## src/rtl/mem_bus_arbiter.sv

```systemverilog
// mem_bus_arbiter: shares one MemoryBus port among NUM_REQ clients
// (0 = fetch, 1 = load, 2 = store). Round-robin grant, one transaction
// outstanding, response routed back only to the issuing requester.
// Optional feature macro: MEM_ARB_TIMEOUT_EN (response timeout after
// TIMEOUT_CYC cycles in WAIT_RSP, delivered with rsp_error = 1).
module mem_bus_arbiter #(
    parameter int NUM_REQ     = 3,
    parameter int ID_W        = 8,
    parameter int TIMEOUT_CYC = 1023
) (
    input  logic                           clk,
    input  logic                           reset,
    input  logic [NUM_REQ-1:0]             req_valid,
    input  logic [NUM_REQ-1:0]             req_write,
    input  logic [NUM_REQ-1:0][63:0]       req_addr,
    input  logic [NUM_REQ-1:0][63:0]       req_wdata,
    input  logic [NUM_REQ-1:0][ID_W-1:0]   req_id,
    output logic [NUM_REQ-1:0]             req_ready,
    output logic [NUM_REQ-1:0]             rsp_valid,
    output logic [63:0]                    rsp_data,
    output logic                           rsp_error,
    output logic                           mem_req_valid,
    input  logic                           mem_req_ready,
    output logic                           mem_req_write,
    output logic [63:0]                    mem_req_addr,
    output logic [63:0]                    mem_req_wdata,
    output logic [ID_W-1:0]                mem_req_id,
    input  logic                           mem_rsp_valid,
    input  logic [63:0]                    mem_rsp_data,
    input  logic [ID_W-1:0]                mem_rsp_id,
    output logic                           busy
);

    localparam int IDX_W = (NUM_REQ > 1) ? $clog2(NUM_REQ) : 1;

    typedef enum logic [1:0] {
        IDLE     = 2'd0,
        ISSUE    = 2'd1,
        WAIT_RSP = 2'd2,
        DELIVER  = 2'd3
    } state_t;

    // Request captured at grant time and replayed unchanged to memory.
    typedef struct packed {
        logic            write;
        logic [63:0]     addr;
        logic [63:0]     wdata;
        logic [ID_W-1:0] id;
    } mem_req_t;

    state_t           state_q,  state_d;
    logic [IDX_W-1:0] rr_ptr_q, rr_ptr_d;
    logic [IDX_W-1:0] owner_q,  owner_d;
    mem_req_t         req_q,    req_d;
    logic [63:0]      data_q,   data_d;

    logic             grant_found;
    logic [IDX_W-1:0] grant_idx;
    logic             rsp_match;

`ifdef MEM_ARB_TIMEOUT_EN
    localparam int CNT_W = $clog2(TIMEOUT_CYC + 1);
    logic [CNT_W-1:0] cnt_q, cnt_d;
    logic             err_q, err_d;
`else
    logic unused_timeout_cfg;
    assign unused_timeout_cfg = (TIMEOUT_CYC != 0);
`endif

    // Round-robin search starting at rr_ptr; first pending requester wins.
    always_comb begin
        int j;
        grant_found = 1'b0;
        grant_idx   = '0;
        j           = 0;
        for (int i = 0; i < NUM_REQ; i++) begin
            j = (int'(rr_ptr_q) + i) % NUM_REQ;
            if (!grant_found && req_valid[j]) begin
                grant_found = 1'b1;
                grant_idx   = IDX_W'(j);
            end
        end
    end

    assign rsp_match = mem_rsp_valid && (mem_rsp_id == req_q.id);

    // Next-state logic and request/response latching.
    always_comb begin
        state_d  = state_q;
        rr_ptr_d = rr_ptr_q;
        owner_d  = owner_q;
        req_d    = req_q;
        data_d   = data_q;
`ifdef MEM_ARB_TIMEOUT_EN
        cnt_d    = cnt_q;
        err_d    = err_q;
`endif
        case (state_q)
            IDLE: begin
                if (grant_found) begin
                    req_d.write = req_write[grant_idx];
                    req_d.addr  = {req_addr[grant_idx][63:3], 3'b000};
                    req_d.wdata = req_wdata[grant_idx];
                    req_d.id    = req_id[grant_idx];
                    owner_d     = grant_idx;
                    rr_ptr_d    = (grant_idx == IDX_W'(NUM_REQ - 1)) ? '0
                                                                     : grant_idx + IDX_W'(1);
                    data_d      = '0;
`ifdef MEM_ARB_TIMEOUT_EN
                    err_d       = 1'b0;
`endif
                    state_d     = ISSUE;
                end
            end
            ISSUE: begin
                if (mem_req_ready) begin
`ifdef MEM_ARB_TIMEOUT_EN
                    cnt_d   = '0;
`endif
                    state_d = WAIT_RSP;
                end
            end
            WAIT_RSP: begin
                // A matching response beats a timeout in the same cycle.
                if (rsp_match) begin
                    data_d  = mem_rsp_data;
                    state_d = DELIVER;
                end
`ifdef MEM_ARB_TIMEOUT_EN
                else if (cnt_q + CNT_W'(1) == CNT_W'(TIMEOUT_CYC)) begin
                    data_d  = '0;
                    err_d   = 1'b1;
                    state_d = DELIVER;
                end else begin
                    cnt_d   = cnt_q + CNT_W'(1);
                end
`endif
            end
            DELIVER: state_d = IDLE;
            default: state_d = IDLE;
        endcase
    end

    // State and latch registers; reset abandons any transaction in flight.
    always_ff @(posedge clk or posedge reset) begin
        if (reset) begin
            state_q  <= IDLE;
            rr_ptr_q <= '0;
            owner_q  <= '0;
            req_q    <= '0;
            data_q   <= '0;
`ifdef MEM_ARB_TIMEOUT_EN
            cnt_q    <= '0;
            err_q    <= 1'b0;
`endif
        end else begin
            state_q  <= state_d;
            rr_ptr_q <= rr_ptr_d;
            owner_q  <= owner_d;
            req_q    <= req_d;
            data_q   <= data_d;
`ifdef MEM_ARB_TIMEOUT_EN
            cnt_q    <= cnt_d;
            err_q    <= err_d;
`endif
        end
    end

    // Per-requester grant and response strobes; grant is gated by reset so
    // all outputs read 0 while reset is held.
    for (genvar g = 0; g < NUM_REQ; g++) begin : g_lane
        assign req_ready[g] = !reset && (state_q == IDLE) && grant_found &&
                              (grant_idx == IDX_W'(g));
        assign rsp_valid[g] = (state_q == DELIVER) && (owner_q == IDX_W'(g));
    end

    assign mem_req_valid = (state_q == ISSUE);
    assign mem_req_write = req_q.write;
    assign mem_req_addr  = req_q.addr;
    assign mem_req_wdata = req_q.wdata;
    assign mem_req_id    = req_q.id;
    assign rsp_data      = data_q;
    assign busy          = (state_q != IDLE);

`ifdef MEM_ARB_TIMEOUT_EN
    assign rsp_error = err_q;
`else
    assign rsp_error = 1'b0;
`endif

endmodule

```

## config.mk

```make
export PLATFORM = sky130hd
export DESIGN_NAME = mem_bus_arbiter
export DESIGN_NICKNAME = d
export VERILOG_FILES = /design/src/rtl/mem_bus_arbiter.sv
export SDC_FILE = /design/constraint.sdc
export NUM_CORES = 1
export LEC_CHECK = 0
export CAP_MARGIN = 20
export CORE_AREA = 2 2 276 278
export CTS_BUF_LIST = sky130_fd_sc_hd__clkbuf_16
export DETAILED_ROUTE_END_ITERATION = 10
export DIE_AREA = 0 0 278 280
export SYNTH_ARGS = -nofsm -noshare
export SYNTH_HDL_FRONTEND = slang
export SYNTH_SLANG_ARGS = --single-unit
```

## constraint.sdc

```tcl
create_clock -name clk -period 19 [get_ports clk]
set_input_delay 5.7 -clock clk [delete_from_list [all_inputs] [get_ports clk]]
set_output_delay 5.7 -clock clk [all_outputs]
set_load 0.01 [all_outputs]
```

== Word-level counts from Yosys, hierarchy flattened ==
Index checks and enable logic that the tools add are counted.

* $add $sub $neg: 3
* Divide/modulo/power cells: 3
* $lt $le $gt $ge: 4
* Eq/ne operators: 11
* Multiplexer cells: 31
* Reduce and logical (&&, ||, !) cells: 22

{| class="wikitable"
|+ Operators with widths
! kind !! count
|-
| $bmux 64 s2 || 2
|-
| $mux 64 || 4
|-
| $pmux 64 s2 || 1
|-
| $lt 32x4->1 const B || 3
|-
| $mod 32x3->32 const B || 2
|-
| $mod 3x3->32 const B || 1
|-
| $bmux 8 s2 || 1
|-
| $mux 2 || 7
|-
| $logic_and 1x1->1 || 11
|-
| $mux 1 || 10
|-
| $bmux 1 s2 || 4
|-
| $eq 2x2->1 const B || 4
|-
| $eq 8x8->1 || 1
|-
| $mux 8 || 1
|-
| $pmux 2 s4 || 1
|-
| $eq 2x1->1 const B || 3
|-
| $logic_not 2->1 || 3
|-
| $reduce_and 3->1 || 2
|-
| $ne 2x2->1 const B || 2
|-
| $reduce_bool 2->1 || 2
|-
| $add 2x1->3 const B || 1
|-
| $add 2x2->3 const B || 1
|-
| $logic_not 1->1 || 3
|-
| $lt 2x3->1 const B || 1
|-
| 3 further kinds || 3
|}

* Flip-flop bits (word level): 204
* Input port bits: 490
* Output and inout bits: 210
* Word-level logic and storage cells: 82

== Longest topological paths before layout ==
* Depth in word-level cells: 13
* Mapped depth: 12
* Mapped depth without buffers: 7

== Worst setup path after synthesis ==
Ideal clock, no wire load.

* Path kind: input to output
* Start: input req_valid[1]
* End: output req_ready[1]
* Data arrival time: 7.320 ns
* Data required time: 13.300 ns
* Setup slack: 5.980 ns
* Cell stages on the path: 8
* Buffers on the path: 3
* Path through: mux2i_2 o22ai_1 buf_2 or3_1 buf_2 buf_6 mux2i_1 nor4_1

* Cells in the longest elaborated chain, start to end: 12
* Elaborated cells on any way between the ends: 22
* Those cells by class: 1 x eq/ne; 15 x mux; 6 x reduce/logical

{| class="wikitable"
|+ RTL lines
! element !! RTL line !! source
|-
| from (decl) || 13 || <nowiki>input logic [NUM_REQ-1:0] req_valid,</nowiki>
|-
| $bmux 1 s2 || 78 || <nowiki>if (!grant_found && req_valid[j]) begin</nowiki>
|-
| $mux 1 (not written as such) (2 in series) || 78 ||
|-
| $mux 1 || 78 ||
|-
| $logic_not 1->1 || 78 ||
|-
| $logic_and 1x1->1 || 78 ||
|-
| $mux 1 || 78 ||
|-
| $logic_not 1->1 || 78 ||
|-
| $logic_and 1x1->1 || 78 ||
|-
| $mux 2 or $mux 1 (tied branches) || 78 ||
|-
| $eq 2x1->1 or $logic_and 1x1->1 (tied branches) || 173, 172 ||
|-
| $logic_and 1x1->1 * || 172 || <nowiki>assign req_ready[g] = !reset && (state_q == IDLE) && grant_found &&</nowiki>
|-
| to (decl) || 18 || <nowiki>output logic [NUM_REQ-1:0] req_ready,</nowiki>
|}

Every way passes the cells marked *; elsewhere a longest branch is shown, timed or not. The select of a mux whose other input is x is not followed.

== Final worst setup path ==
Ends and elaborated chain as after synthesis.

==> metrics.md <==
| Metric | Value |
|---|---|
| Die Span Y | around 280 µm |
| Status | complete, no violations |
| Worst hold path endpoint | mem_req_addr[38] |
| DR vias/cell | just over 5 |
| Gate Count Post-Synth | between 1500 and 2000 |
| Period Utilization, post-route | 79.6% |
| Global-route wire length before repair | 108000 µm |
| Initial antenna violation count | 8 |
| Cts repair resizes | 0 |
| DP Worst Slack | about 3800 ps |
| Placement Cell Area | about 21000 µm² |
| Flop-to-flop setup slack | 13380 ps |
| Gpl congestion | 0.822 |
| Final instance area | about 22000 µm² |
| Setup violators final | 0 |
| FP Rows | between 100 and 150 |
| Final WL | roughly 74000 µm |
| Hold_ws | 492 ps |
| Cell variety after synth | 48 |
| CTS tree | done |
| Max-cap violations | 0 |
| Number of synthesized register bits | slightly above 200 |
| RSZ-0062 raised after global routing | no |
| Total setup buffers inserted after CTS | 0 |
| Worst Hold Class | register to register |
| Synth Area in XOR/XNOR | less than 1% |
| Crit Path Class | primary input to output pin |
| DR DRC count | 0 |
| CP Capture Type | output pin |
| Clk sink count | 204 |
| Final Critical Period | about 15000 ps |
| Syn Area/Cell | 8.45 µm² |
| Post-DP HPWL | about 48000 µm |
| Seq/Total Area, Yosys | 37.0% |
| Yosys top cell area share | a little under two fifths |
| Avg WL per Cell | 23.2 µm |
| Rel. slew slack | a little over a quarter |
| Worst-Skew Late Latency | 610 ps |
| Initial core utilization | between 10% and 20% |
| Final Hold Fails | 0 |
| CTS H-tree depth | 1 |
| Clk root buf | clkbuf_16 |
| Multiplexer share of the synthesized area | less than 1% |
| Simple-Gate Fraction of Synth Area | a little under a quarter |
| Hold_buf cts | 0 |
| Ports | 700 |
| Synth warn | 0 |
| Via count of the routed design | between 15000 and 20000 |
| Primary FF master, synth | dfrtp_1 |
| Post-synth EDFFs | 0 |
| Maximum clock path buffer count | 3 |
| Post-synth top area cell | dfrtp_1 |
| Post-Syn Area | ~14000 µm² |
| Worst-Margin Slew | ~1100 ps |
| Min-delay src | mem_req_addr[38] |
| Fmax | between 0.06 and 0.07 GHz |
| CTS clk-pin slew, worst paths | approximately 60 ps |
| Critical Path Source Type | primary input |
| Compound-cell area share of the yosys netlist | 31.2% |
| Final worst setup slack | between 3000 and 4000 ps |
| Critical Path RT | about 13000 ps |
| Max VDD drop | 0.108 mV |
| Fraction of layout cells with a size suffix above 1 | under 10% |
| Core Footprint | around 75000 µm² |
| Most frequent cell after synthesis | nand2_1 |
| CP arrival | approximately 9400 ps |
| Worst Skew | ~13 ps |
| Number of global-route vias before repair | about 16000 |
| Adder-cell share of the synthesized area | less than 1% |
| Die ar. | ~78000 µm² |
| CP max FO | 75 |
| Top cells by area, synth | dfrtp_1 37%, nand2_1 11%, a2111oi_0 8.5% |
| Area growth syn-to-layout | 61.5% |
| Cts bufs inserted | 29 |
| FF-to-FF End | mem_req_addr[24] |
| Setup TNS | 0 ps |
| Final antenna-violating net count | 0 |
| R2R depth | 11 |
| Async SR Flop Fraction | 100% |
| Synth top cells by count | 408 x nand2_1, 204 x dfrtp_1, 162 x clkbuf_1 |
| Hold-critical path depth | 2 |
| Final net count | about 2700 |
| Fin. max-slew vios | 0 |
| Largest family of logic cells by synthesized area | compound AO/OA/AOI/OAI gates |
| Port buffer count | 686 |
| Pwr Density | 145 nW/µm² |
| 1st-iter DRT viols | roughly 1100 |
| Static Leak | around 8.4 nW |
| R2r startpoint | rr_ptr_q[1] |
| Drt pass-1 iters | 5 |
| Die W | about 280 µm |
| Gr usage total | 17.8% |
| Largest net degree at the start of global routing | 95 |
| Overflow left after global routing | 0 |
[placed cells by master (no fill, tap or decap), types with 8 or more instances in the layout]
master | Yosys | final
xnor2_1 | 8 | 8
nand2_1 | 408 | 407
clkdlybuf4s50_1 | 0 | 686
and3_1 | 134 | 134
o211ai_1 | 135 | 135
a221oi_2 | 40 | 40
buf_4 | 6 | 29
inv_1 | 8 | 12
dfrtp_1 | 204 | 204
a22o_1 | 64 | 64
nand3_1 | 135 | 135
clkbuf_16 | 0 | 29
a2111oi_0 | 134 | 134
a221oi_1 | 94 | 94
[logic make-up after synthesis]
family	count (synthesis)
AOI/OAI and AO/OA	483
xor gates and xnor gates	8
DFF	204
muxes	6
buffers and inverters	220
other	1
and+or+nand+nor	700
adders and majority gates	8
[critical path: stages]
cell	delay [ps]
clkdlybuf4s50_1	570
mux2i_1	300
o22a_4	700
or3_4	620
mux2i_1	190
nor4_1	650
clkdlybuf4s50_1	680
[how the worst max path moves through the flow]
stage / endpoint / startpoint / cells past startpoint / slack [ps]
6_report: req_ready[1] / req_valid[1] / 7 / 3880
5_1_grt: req_ready[1] / req_valid[1] / 7 / 3670
4_1_cts: req_ready[1] / req_valid[1] / 7 / 3760
3_5_place_dp: req_ready[1] / req_valid[1] / 7 / 3750
3_3_place_gp: req_ready[1] / req_valid[1] / 7 / 3690
2_1_floorplan: req_ready[1] / req_valid[1] / 8 / 5980
[metal layers]
metal / vias to the layer above / GRT usage, % / part of all wire, %
met5: - / 0 / 0.030
met4: 4 / 7.14 / 4.0
met3: 138 / 3.90 / 7.3
met2: 768 / 28.3 / 46
met1: 7817 / 23.5 / 42
li1: 7361 / - / -
[where the power goes]
group | internal (mW) | switching, mW
Clock | 0.315 | 0.236
Sequential | 0.591 | 0.0942
Combinational | 0.769 | 1.23
[final cells by class]
cell class              count  area, µm²
repair buffers            715       7080
multi-input cells        1209       7880
clock inverters            20        178
clock buffers              29        726
flip-flops and latches    204       5100
fillers                  7928      52900
diodes                      6       15.0
inverters                   9       43.8
well taps                 978       1220
[registers in the layout, summed over array words and instances, names as in the netlist]
name / count
rsp_data: 64
mem_req_write: 1
mem_req_addr: 61
mem_req_id: 8
rr_ptr_q: 2
owner_q: 2
state_q: 2
mem_req_wdata: 64
[through the flow]
| step | utilization [%] | std cells | power [mW] |
|---|---|---|---|
| finish | 29.6 | 3170 | 3.23 |
| global route | 29.6 | 3170 | 3.44 |
| CTS | 29.6 | 3164 | 3.27 |
| detailed placement | 28.4 | 3115 | 2.71 |
| global placement | 28.4 | 3115 | 2.69 |
| floorplan | - | 1633 | 1.83 |
Note: power is estimated with default switching activity, not from simulation.
